===== src/rtl/ball_render_if.sv =====
// Scan-side bundle for ball_render: ball position in, raster timing and ball mask out.
interface ball_render_if;
  logic        pix_en;
  logic [9:0]  x_ball;
  logic [15:0] y_ball;
  logic        hsync;
  logic        vsync;
  logic        video_on;
  logic        ball_on;
  logic [9:0]  hcount;
  logic [9:0]  vcount;
  logic        frame_tick;
  logic [15:0] cam_y;

  modport master (
    output pix_en, x_ball, y_ball,
    input  hsync, vsync, video_on, ball_on, hcount, vcount, frame_tick, cam_y
  );

  modport slave (
    input  pix_en, x_ball, y_ball,
    output hsync, vsync, video_on, ball_on, hcount, vcount, frame_tick, cam_y
  );
endinterface


===== src/rtl/ball_render.sv =====
// 640x480 raster scan (800x525 total) with a camera-following square ball overlay.
// Every output is registered together with the counters it describes; pix_en only paces the scan, nothing stalls.
module ball_render #(
  parameter int BALL_R     = 8,
  parameter int CAM_MARGIN = 320
) (
  input  logic         clk,
  input  logic         reset,
  ball_render_if.slave bus
);
  localparam logic [9:0]  H_ACTIVE   = 10'd640;
  localparam logic [9:0]  H_SYNC_BEG = 10'd656;
  localparam logic [9:0]  H_SYNC_END = 10'd751;
  localparam logic [9:0]  H_LAST     = 10'd799;
  localparam logic [9:0]  V_ACTIVE   = 10'd480;
  localparam logic [9:0]  V_SYNC_BEG = 10'd490;
  localparam logic [9:0]  V_SYNC_END = 10'd491;
  localparam logic [9:0]  V_LAST     = 10'd524;
  localparam logic [15:0] CAM_MAX    = 16'd65056;
  localparam logic [16:0] MARGIN17   = 17'(CAM_MARGIN);
  localparam logic [15:0] MARGIN16   = 16'(CAM_MARGIN);
  localparam logic signed [11:0] R12      = 12'(BALL_R);
  localparam logic signed [18:0] R19      = 19'(BALL_R);
  localparam logic signed [18:0] ROW_LAST = 19'sd479;

  logic [9:0]  hcount;
  logic [9:0]  vcount;
  logic        hsync;
  logic        vsync;
  logic        video_on;
  logic        ball_on;
  logic        frame_tick;
  logic [15:0] cam_y;
  logic [9:0]  x_lat;
  logic [15:0] y_lat;

  logic [9:0]  h_next;
  logic [9:0]  v_next;
  logic        vid_next;
  logic        tick_next;
  logic [15:0] cam_cand;
  logic [15:0] cam_next;
  logic signed [16:0] dy;
  logic signed [18:0] rc;
  logic signed [18:0] vs;
  logic signed [11:0] hs;
  logic signed [11:0] xs;
  logic        col_hit;
  logic        row_hit;

  always_comb begin
    h_next = hcount + 10'd1;
    v_next = vcount;
    if (hcount == H_LAST) begin
      h_next = '0;
      v_next = (vcount == V_LAST) ? '0 : vcount + 10'd1;
    end
  end

  assign vid_next  = (h_next < H_ACTIVE) && (v_next < V_ACTIVE);
  assign tick_next = (h_next == '0) && (v_next == V_ACTIVE);

  // Compare in 17 bits so a camera near the top of the world never wraps.
  always_comb begin
    cam_cand = bus.y_ball - MARGIN16;
    cam_next = cam_y;
    if ({1'b0, bus.y_ball} > ({1'b0, cam_y} + MARGIN17))
      cam_next = (cam_cand > CAM_MAX) ? CAM_MAX : cam_cand;
  end

  assign dy = $signed({1'b0, y_lat}) - $signed({1'b0, cam_y});
  assign rc = ROW_LAST - {{2{dy[16]}}, dy};
  assign vs = $signed({9'b0, v_next});
  assign hs = $signed({2'b0, h_next});
  assign xs = $signed({2'b0, x_lat});

  assign col_hit = (hs >= xs - R12) && (hs <= xs + R12);
  assign row_hit = (vs >= rc - R19) && (vs <= rc + R19);

  always_ff @(posedge clk) begin
    if (reset) begin
      hcount     <= '0;
      vcount     <= '0;
      hsync      <= 1'b1;
      vsync      <= 1'b1;
      video_on   <= 1'b0;
      ball_on    <= 1'b0;
      frame_tick <= 1'b0;
      cam_y      <= '0;
      x_lat      <= '0;
      y_lat      <= '0;
    end else begin
      // The tick is a single clk pulse even when pix_en is sparse.
      frame_tick <= 1'b0;
      if (bus.pix_en) begin
        hcount     <= h_next;
        vcount     <= v_next;
        hsync      <= !((h_next >= H_SYNC_BEG) && (h_next <= H_SYNC_END));
        vsync      <= !((v_next >= V_SYNC_BEG) && (v_next <= V_SYNC_END));
        video_on   <= vid_next;
        ball_on    <= vid_next && col_hit && row_hit;
        frame_tick <= tick_next;
        if (tick_next) begin
          x_lat <= bus.x_ball;
          y_lat <= bus.y_ball;
          cam_y <= cam_next;
        end
      end
    end
  end

  assign bus.hcount     = hcount;
  assign bus.vcount     = vcount;
  assign bus.hsync      = hsync;
  assign bus.vsync      = vsync;
  assign bus.video_on   = video_on;
  assign bus.ball_on    = ball_on;
  assign bus.frame_tick = frame_tick;
  assign bus.cam_y      = cam_y;
endmodule


===== src/flat_wrapper.sv =====
// flat-port wrapper written by rule: the top's interface ports become plain ports
module ball_render_flat 
#(
  parameter int BALL_R     = 8,
  parameter int CAM_MARGIN = 320
)
  (clk, reset, bus_pix_en, bus_x_ball, bus_y_ball, bus_hsync, bus_vsync, bus_video_on, bus_ball_on, bus_hcount, bus_vcount, bus_frame_tick, bus_cam_y);
  ball_render_if bus_i ();
  input  logic clk;
  input  logic reset;
  input wire logic [$bits(bus_i.pix_en)-1:0] bus_pix_en;
  input wire logic [$bits(bus_i.x_ball)-1:0] bus_x_ball;
  input wire logic [$bits(bus_i.y_ball)-1:0] bus_y_ball;
  output wire logic [$bits(bus_i.hsync)-1:0] bus_hsync;
  output wire logic [$bits(bus_i.vsync)-1:0] bus_vsync;
  output wire logic [$bits(bus_i.video_on)-1:0] bus_video_on;
  output wire logic [$bits(bus_i.ball_on)-1:0] bus_ball_on;
  output wire logic [$bits(bus_i.hcount)-1:0] bus_hcount;
  output wire logic [$bits(bus_i.vcount)-1:0] bus_vcount;
  output wire logic [$bits(bus_i.frame_tick)-1:0] bus_frame_tick;
  output wire logic [$bits(bus_i.cam_y)-1:0] bus_cam_y;
  assign bus_i.pix_en = bus_pix_en;
  assign bus_i.x_ball = bus_x_ball;
  assign bus_i.y_ball = bus_y_ball;
  assign bus_hsync = bus_i.hsync;
  assign bus_vsync = bus_i.vsync;
  assign bus_video_on = bus_i.video_on;
  assign bus_ball_on = bus_i.ball_on;
  assign bus_hcount = bus_i.hcount;
  assign bus_vcount = bus_i.vcount;
  assign bus_frame_tick = bus_i.frame_tick;
  assign bus_cam_y = bus_i.cam_y;
  ball_render #(.BALL_R(BALL_R), .CAM_MARGIN(CAM_MARGIN)) u_core (.clk(clk), .reset(reset), .bus(bus_i));
endmodule

===== config.mk =====
export PLATFORM = sky130hd
export DESIGN_NAME = ball_render_flat
export DESIGN_NICKNAME = d
export VERILOG_FILES = /design/src/rtl/ball_render_if.sv /design/src/rtl/ball_render.sv /design/src/flat_wrapper.sv
export SDC_FILE = /design/constraint.sdc
export NUM_CORES = 1
export LEC_CHECK = 0
export ABC_AREA = 1
export CAP_MARGIN = 20
export CORE_ASPECT_RATIO = 1.5
export CORE_MARGIN = 10
export CORE_UTILIZATION = 40
export CTS_CLUSTER_SIZE = 25
export DETAILED_ROUTE_END_ITERATION = 6
export PLACE_DENSITY = 0.6
export SKIP_LAST_GASP = 1
export SYNTH_ARGS = -nofsm -noshare
export SYNTH_HDL_FRONTEND = slang
export SYNTH_SLANG_ARGS = --single-unit

===== constraint.sdc =====
create_clock -name clk -period 6.4 [get_ports clk]
set_clock_uncertainty 0.15 [all_clocks]
set_input_delay 1.28 -clock clk [delete_from_list [all_inputs] [get_ports clk]]
set_output_delay 1.28 -clock clk [all_outputs]
set_load 0.05 [all_outputs]

======== Word level (Yosys, flattened, before mapping) ========
Index checks and enable logic that the tools add are counted.
W data, S select, Z words.
cells by class
  magnitude comparators ................... 12
  eq/ne operators ......................... 3
  mux-type cells .......................... 4
  bitwise logic cells ..................... 1
  add/sub/neg operators ................... 10
  reduce and logical (&&, ||, !) cells .... 14
operators with widths
  operator                  number
  $mux W10                  3
  $add A10 B1 Y10 const B   2
  $eq A10 B10 Y1 const B    2
  $add A19 B5 Y19 const B   1
  $ge A11 B19 Y1            1
  $le A11 B19 Y1            1
  $sub A19 B5 Y19 const B   1
  $sub A10 B17 Y18 const A  1
  $add A16 B9 Y17 const B   1
  $gt A16 B17 Y1            1
  $sub A16 B16 Y17          1
  $gt A16 B16 Y1 const B    1
  $mux W16                  1
  $sub A16 B9 Y16 const B   1
  $ge A11 B12 Y1            1
  $le A11 B12 Y1            1
  $add A10 B4 Y11 const B   1
  $sub A10 B4 Y11 const B   1
  $eq A10 B9 Y1 const B     1
  $ge A10 B10 Y1 const B    1
  $ge A10 B9 Y1 const B     1
  $le A10 B10 Y1 const B    1
  $le A10 B9 Y1 const B     1
  $logic_not A10 Y1         1
  8 further kinds           16
storage, ports and cells
  word-level logic and storage cells ...... 54
  flip-flop bits (word level) ............. 67

======== Longest topological paths before layout ========
  word-level depth ........................ 7
  depth in mapped cells ................... 29
  depth with buffers taken out ............ 29

======== Worst setup path before layout ========
OpenSTA, ideal clock, no wires.
  kind .................................... reg-to-reg
  start ................................... register u_core.cam_y[0], in the netlist u_core.bus.cam_y[0]
  end ..................................... register u_core.ball_on, in the netlist u_core.bus.ball_on
  path buffers ............................ 0
  period minus slack after synthesis ...... 3.832 ns
  data required time ...................... 6.179 ns
  library setup time ...................... 0.071 ns
  setup slack ............................. 2.568 ns
  stages on the path, launching flop included .. 28
  arrival time ............................ 3.611 ns
  path through ............................ dfxtp_1 ha_1 inv_1 fa_1 nand2_1 nand2_1 nand3_1 nand2_1 nand2_1 nand2_1 ha_1 inv_1 nand2_1 nand2_1 nand2_1 nor2_1 nor2_1 ha_1 nand2_1 inv_1 nand2_1 a21boi_0 nor2_1 nor2_1 nand4_1 a21oi_1 nand2_1 a21oi_1
on the way
  cells in the longest elaborated chain, start to end .. 6
  elaborated cells between the ends (all ways) .. 8
RTL lines
  element                                                    RTL line            text
  start: declaration                                         ball_render.sv:33   logic [15:0] cam_y;
  start signal: assignment                                   ball_render.sv:106  cam_y <= cam_next;
  $sub A16 B16 Y17 *                                         ball_render.sv:71   assign dy = $signed({1'b0, y_lat}) - $signed({1'b0, cam_y});
  $sub A10 B17 Y18 *                                         ball_render.sv:72   assign rc = ROW_LAST - {{2{dy[16]}}, dy};
  $sub A19 B5 Y19 / $add A19 B5 Y19 (equally long branches)  ball_render.sv:78   assign row_hit = (vs >= rc - R19) && (vs <= rc + R19);
  $ge A11 B19 Y1 / $le A11 B19 Y1 (equally long branches)    ball_render.sv:78
  $logic_and A1 B1 Y1 *                                      ball_render.sv:78
  $logic_and A1 B1 Y1 *                                      ball_render.sv:101  ball_on <= vid_next && col_hit && row_hit;
  end signal: assignment                                     ball_render.sv:101
  end: declaration                                           ball_render.sv:31   logic ball_on;
Every way passes the cells marked *; elsewhere a longest branch is shown, timed or not.
A chain may end at the register's enable or synchronous reset.

======== Final worst setup path ========
  start ................................... input bus_y_ball[4]
  end ..................................... register u_core.cam_y[11], in the netlist u_core.bus.cam_y[11]
on the way
  cells in the longest elaborated chain, start to end .. 3
  elaborated cells between the ends (all ways) .. 5
RTL lines
  element             RTL line            text
  start: declaration  flat_wrapper.sv:13  input wire logic [$bits(bus_i.y_ball)-1:0] bus_y_ball;
  $sub A16 B9 Y16     ball_render.sv:65   cam_cand = bus.y_ball - MARGIN16;
  $gt A16 B16 Y1      ball_render.sv:68   cam_next = (cam_cand > CAM_MAX) ? CAM_MAX : cam_cand;
  $mux W16            ball_render.sv:68
Several ways; a longest one is shown, not always the timed one.

==> results.toml <==
[final_layout]
area_delta_synth_final_pct = 17.80
nets = 1248
n_antenna_cell = 0
drive_above_1_share_pct = 4.549
utilization_pct = 47.59

[worst_setup_path]
worst-path-buf-inv = 2
crit_chain = "clkdlybuf4s50_1 > ha_1 > nand4_1 > or2_2 > a31oi_1 > nor2_1 > nor2_1 > o21ai_0 > nand2_1 > a21oi_1 > nor2_1 > inv_1 > nor2_1 > nand2_2 > nand2_1 > a21oi_1"
rrSetupSlack_ns = 2.25
r2r_start = "u_core.bus.cam_y[6]$_SDFFE_PP0P_"
crit_family = "simple AND/OR/NAND/NOR gates"
start_kind = "input pin"
cpPeakStageDelay_ns = 0.60
worst-path-stages = 16
worst_r2r_path_depth = 19
crit_top_cell = "nor2_1"
cp.required_ns = 6.45
critPathKind = "input pin to register"
crit_path_max_fanout = 13
arrival_ns = 4.42
r2r-end = "u_core.bus.cam_y[11]$_SDFFE_PP0P_"
crit_slowest_cell = "nor2_1"
endpoint_kind = "register"

[route]
drcViolationCount = 0
drt_iter0_drc = 265
first_pass_iters = 4
via_per_inst = 5.050
wl_per_cell_um = 13.78
vias = 6833
antenna_left = 0
drt_wl_total_um = 18640

[sta]
tns_ns = 0
hold_viol_final = 0
setup_viol = 0
hold_slack_ns = 0.2993
rsz0062_at_grt = "false"
layout_min_cycle_time_ns = 4.361
report.final.slew_viol_count = 0
fin_crit_sh_pct = 68.14
fmax_ghz = 0.2293
tightest_slew_ns = 1.006
max_slew_margin_pct = 32.85

[synthesis]
synth-seq-cells = 67
ys_seq_area_share_pct = 19.89
synth_edf_count = 0
synth_warnings = 0
ys.flop_type = "dfxtp_1"
netlist_area_um2 = 6743
syn_nets = 1184
synth_cell_types = 43
synth_area_per_cell_um2 = 6.278
synthCells = 1074
async_flop_share_pct = 0

[clocking]
worstSkewPairLatency_ns = 0.34
htree_levels = 3
clkTransAtPathRegs_ns = 0.06
cts_buffer_depth = 2
post_cts_buffers = 0
cts_tree = "built"
cts.repair.resized = 0
cts-buffers-inserted = 9
ctsHoldBuffers = 0
cts_root_buffer = "clkbuf_16"
clkSinkCount = 67

[power]
ir_drop_mv = 0.1521
pwr-share-clk_pct = 44.4
leakage_nw = 3.828
p_int_uw = 812.4
switchingPower_uw = 337.6
swShare_pct = 29.36
p_per_area_nw_per_um2 = 144.8
power_frac_seq_pct = 38.2
power_frac_comb_pct = 17.4

[worst_hold_path]
hold_start = "u_core.y_lat[9]$_SDFFE_PP0P_"
whs_endpoint = "u_core.y_lat[9]$_SDFFE_PP0P_"
min_path_cells = 2
min_path_type = "register to register"

[global_routing]
grt_usage_pct = 16.60
gr-total-overflow = 0
antenna_found_initial = 0
grt_pass1_wl_um = 31460
grt_max_degree = 43
first_global_vias = 6615

[die]
dieArea_um2 = 22560
start_util_pct = 40.40
core-area_um2 = 16690
placementRows = 58
die_w_um = 126.0
pin_count = 70
die_y_um = 179.0

[placed_design]
gp_congestion = 0.8644
portBuffers = 69
hpwl_um = 15400

[run]
max-cap-violations = 0

[run_status]
status = "finished clean"
==> cells in the final DEF (no fill, tap or decap), types with 25 or more instances in the layout <==
master and count:
dfxtp_1 67, a21oi_1 87, nor2_1 84, clkdlybuf4s50_1 69, nand2_1 266, nand3_1 80, o21ai_0 60, nor3_1 25
inv_1 160, xor2_1 34, nand4_1 36, ha_1 80
==> power groups by stage <==
stage | clock network (mW) | registers, mW | logic, mW
floorplan | 0 | 0.479 | 0.0952
global placement | 0 | 0.449 | 0.199
detailed placement | 0 | 0.449 | 0.201
CTS | 0.519 | 0.440 | 0.201
global route | 0.536 | 0.442 | 0.222
finish | 0.511 | 0.440 | 0.200
==> cell type report <==
| cell class | instances | area (µm²) |
|---|---|---|
| Fill cell | 1784 | 8748 |
| Multi-Input combinational cell | 822 | 4696 |
| Sequential cell | 67 | 1341 |
| Timing Repair Buffer | 73 | 720.7 |
| Inverter | 165 | 619.3 |
| Tap cell | 210 | 262.8 |
| Clock buffer | 11 | 242.7 |
| Clock inverter | 5 | 60.06 |
==> synthesized netlist by cell type, types with 5 or more instances <==
| cell type | instances | area [µm²] |
|---|---|---|
| a21oi_1 | 87 | 435.4 |
| clkbuf_1 | 16 | 60.06 |
| dfxtp_1 | 67 | 1341 |
| ha_1 | 80 | 1001 |
| inv_1 | 160 | 600.6 |
| nand2_1 | 266 | 998.5 |
| nand2_2 | 7 | 43.79 |
| nand3_1 | 80 | 400.4 |
| nand3b_1 | 6 | 45.04 |
| nand4_1 | 36 | 225.2 |
| nor2_1 | 84 | 315.3 |
| nor2_2 | 5 | 31.28 |
| nor3_1 | 25 | 125.1 |
| nor4_1 | 7 | 43.79 |
| o21ai_0 | 60 | 300.3 |
| xnor2_1 | 7 | 61.31 |
| xor2_1 | 34 | 297.8 |
==> worst max-delay path by stage <==
stage / slack (ns) / start / endpoint
after global routing: 1.64 / bus_y_ball[4] / u_core.bus.cam_y[6]$_SDFFE_PP0P_
final: 2.04 / bus_y_ball[4] / u_core.bus.cam_y[11]$_SDFFE_PP0P_
after global placement: 1.73 / bus_y_ball[4] / u_core.bus.cam_y[0]$_SDFFE_PP0P_
after floorplan: 2.57 / u_core.bus.cam_y[0]$_SDFFE_PP0P_ / u_core.bus.ball_on$_SDFFE_PP0P_
after detailed placement: 1.65 / bus_y_ball[4] / u_core.bus.cam_y[1]$_SDFFE_PP0P_
after CTS: 2.02 / bus_y_ball[4] / u_core.bus.cam_y[1]$_SDFFE_PP0P_
==> logic make-up after synthesis <==
logic type	Yosys count	synth area share, %
AOI/OAI and AO/OA	167	13.19
xor gates and xnor gates	45	6.291
adders and majority gates	81	15.14
buffers and inverters	185	10.47
DFF	67	19.89
and+or+nand+nor	529	35.02
==> state kept, by name (all words and copies together), names as in the netlist <==
name	count
u_core.bus.cam_y	16
u_core.y_lat	16
u_core.bus.hcount	10
u_core.bus.vcount	10
u_core.x_lat	10
u_core.bus.ball_on	1
u_core.bus.frame_tick	1
u_core.bus.hsync	1
u_core.bus.video_on	1
u_core.bus.vsync	1
==> per-layer routing <==
layer	track usage (%)	share of wire, %	wire, µm	up-vias
li1	-	-	-	3655
met1	18.46	44	8120	3063
met2	31.27	52	9628	88
met3	2.723	2.8	517	27
met4	5.138	2.0	372	0
met5	0	0	0	-
==> worst reg2reg max path, cell delays in order (launching register included) <==
cell	delay (ns)
dfxtp_1	0.49
ha_1	0.25
nor2_1	0.05
nor2_1	0.19
nand3_1	0.14
nor3_1	0.39
xor2_1	0.20
ha_1	0.26
nand2_1	0.10
inv_1	0.07
nand3_1	0.07
nor4_1	0.06
a31oi_1	0.15
inv_1	0.06
nor2_1	0.13
inv_1	0.09
nor2_1	0.60
nand2_2	0.36
nand2_1	0.16
a21oi_1	0.07
==> metrics by stage <==
step	worst slack (ns)	power, mW	instances	cell area [µm²]
floorplan	2.568	0.5741	1074	6743
global placement	1.733	0.6479	1337	7640
detailed placement	1.645	0.6498	1337	7640
CTS	2.017	1.160	1353	7943
global route	1.640	1.199	1353	7943
finish	2.039	1.150	1353	7943
Power figures use the tool's default switching activity.
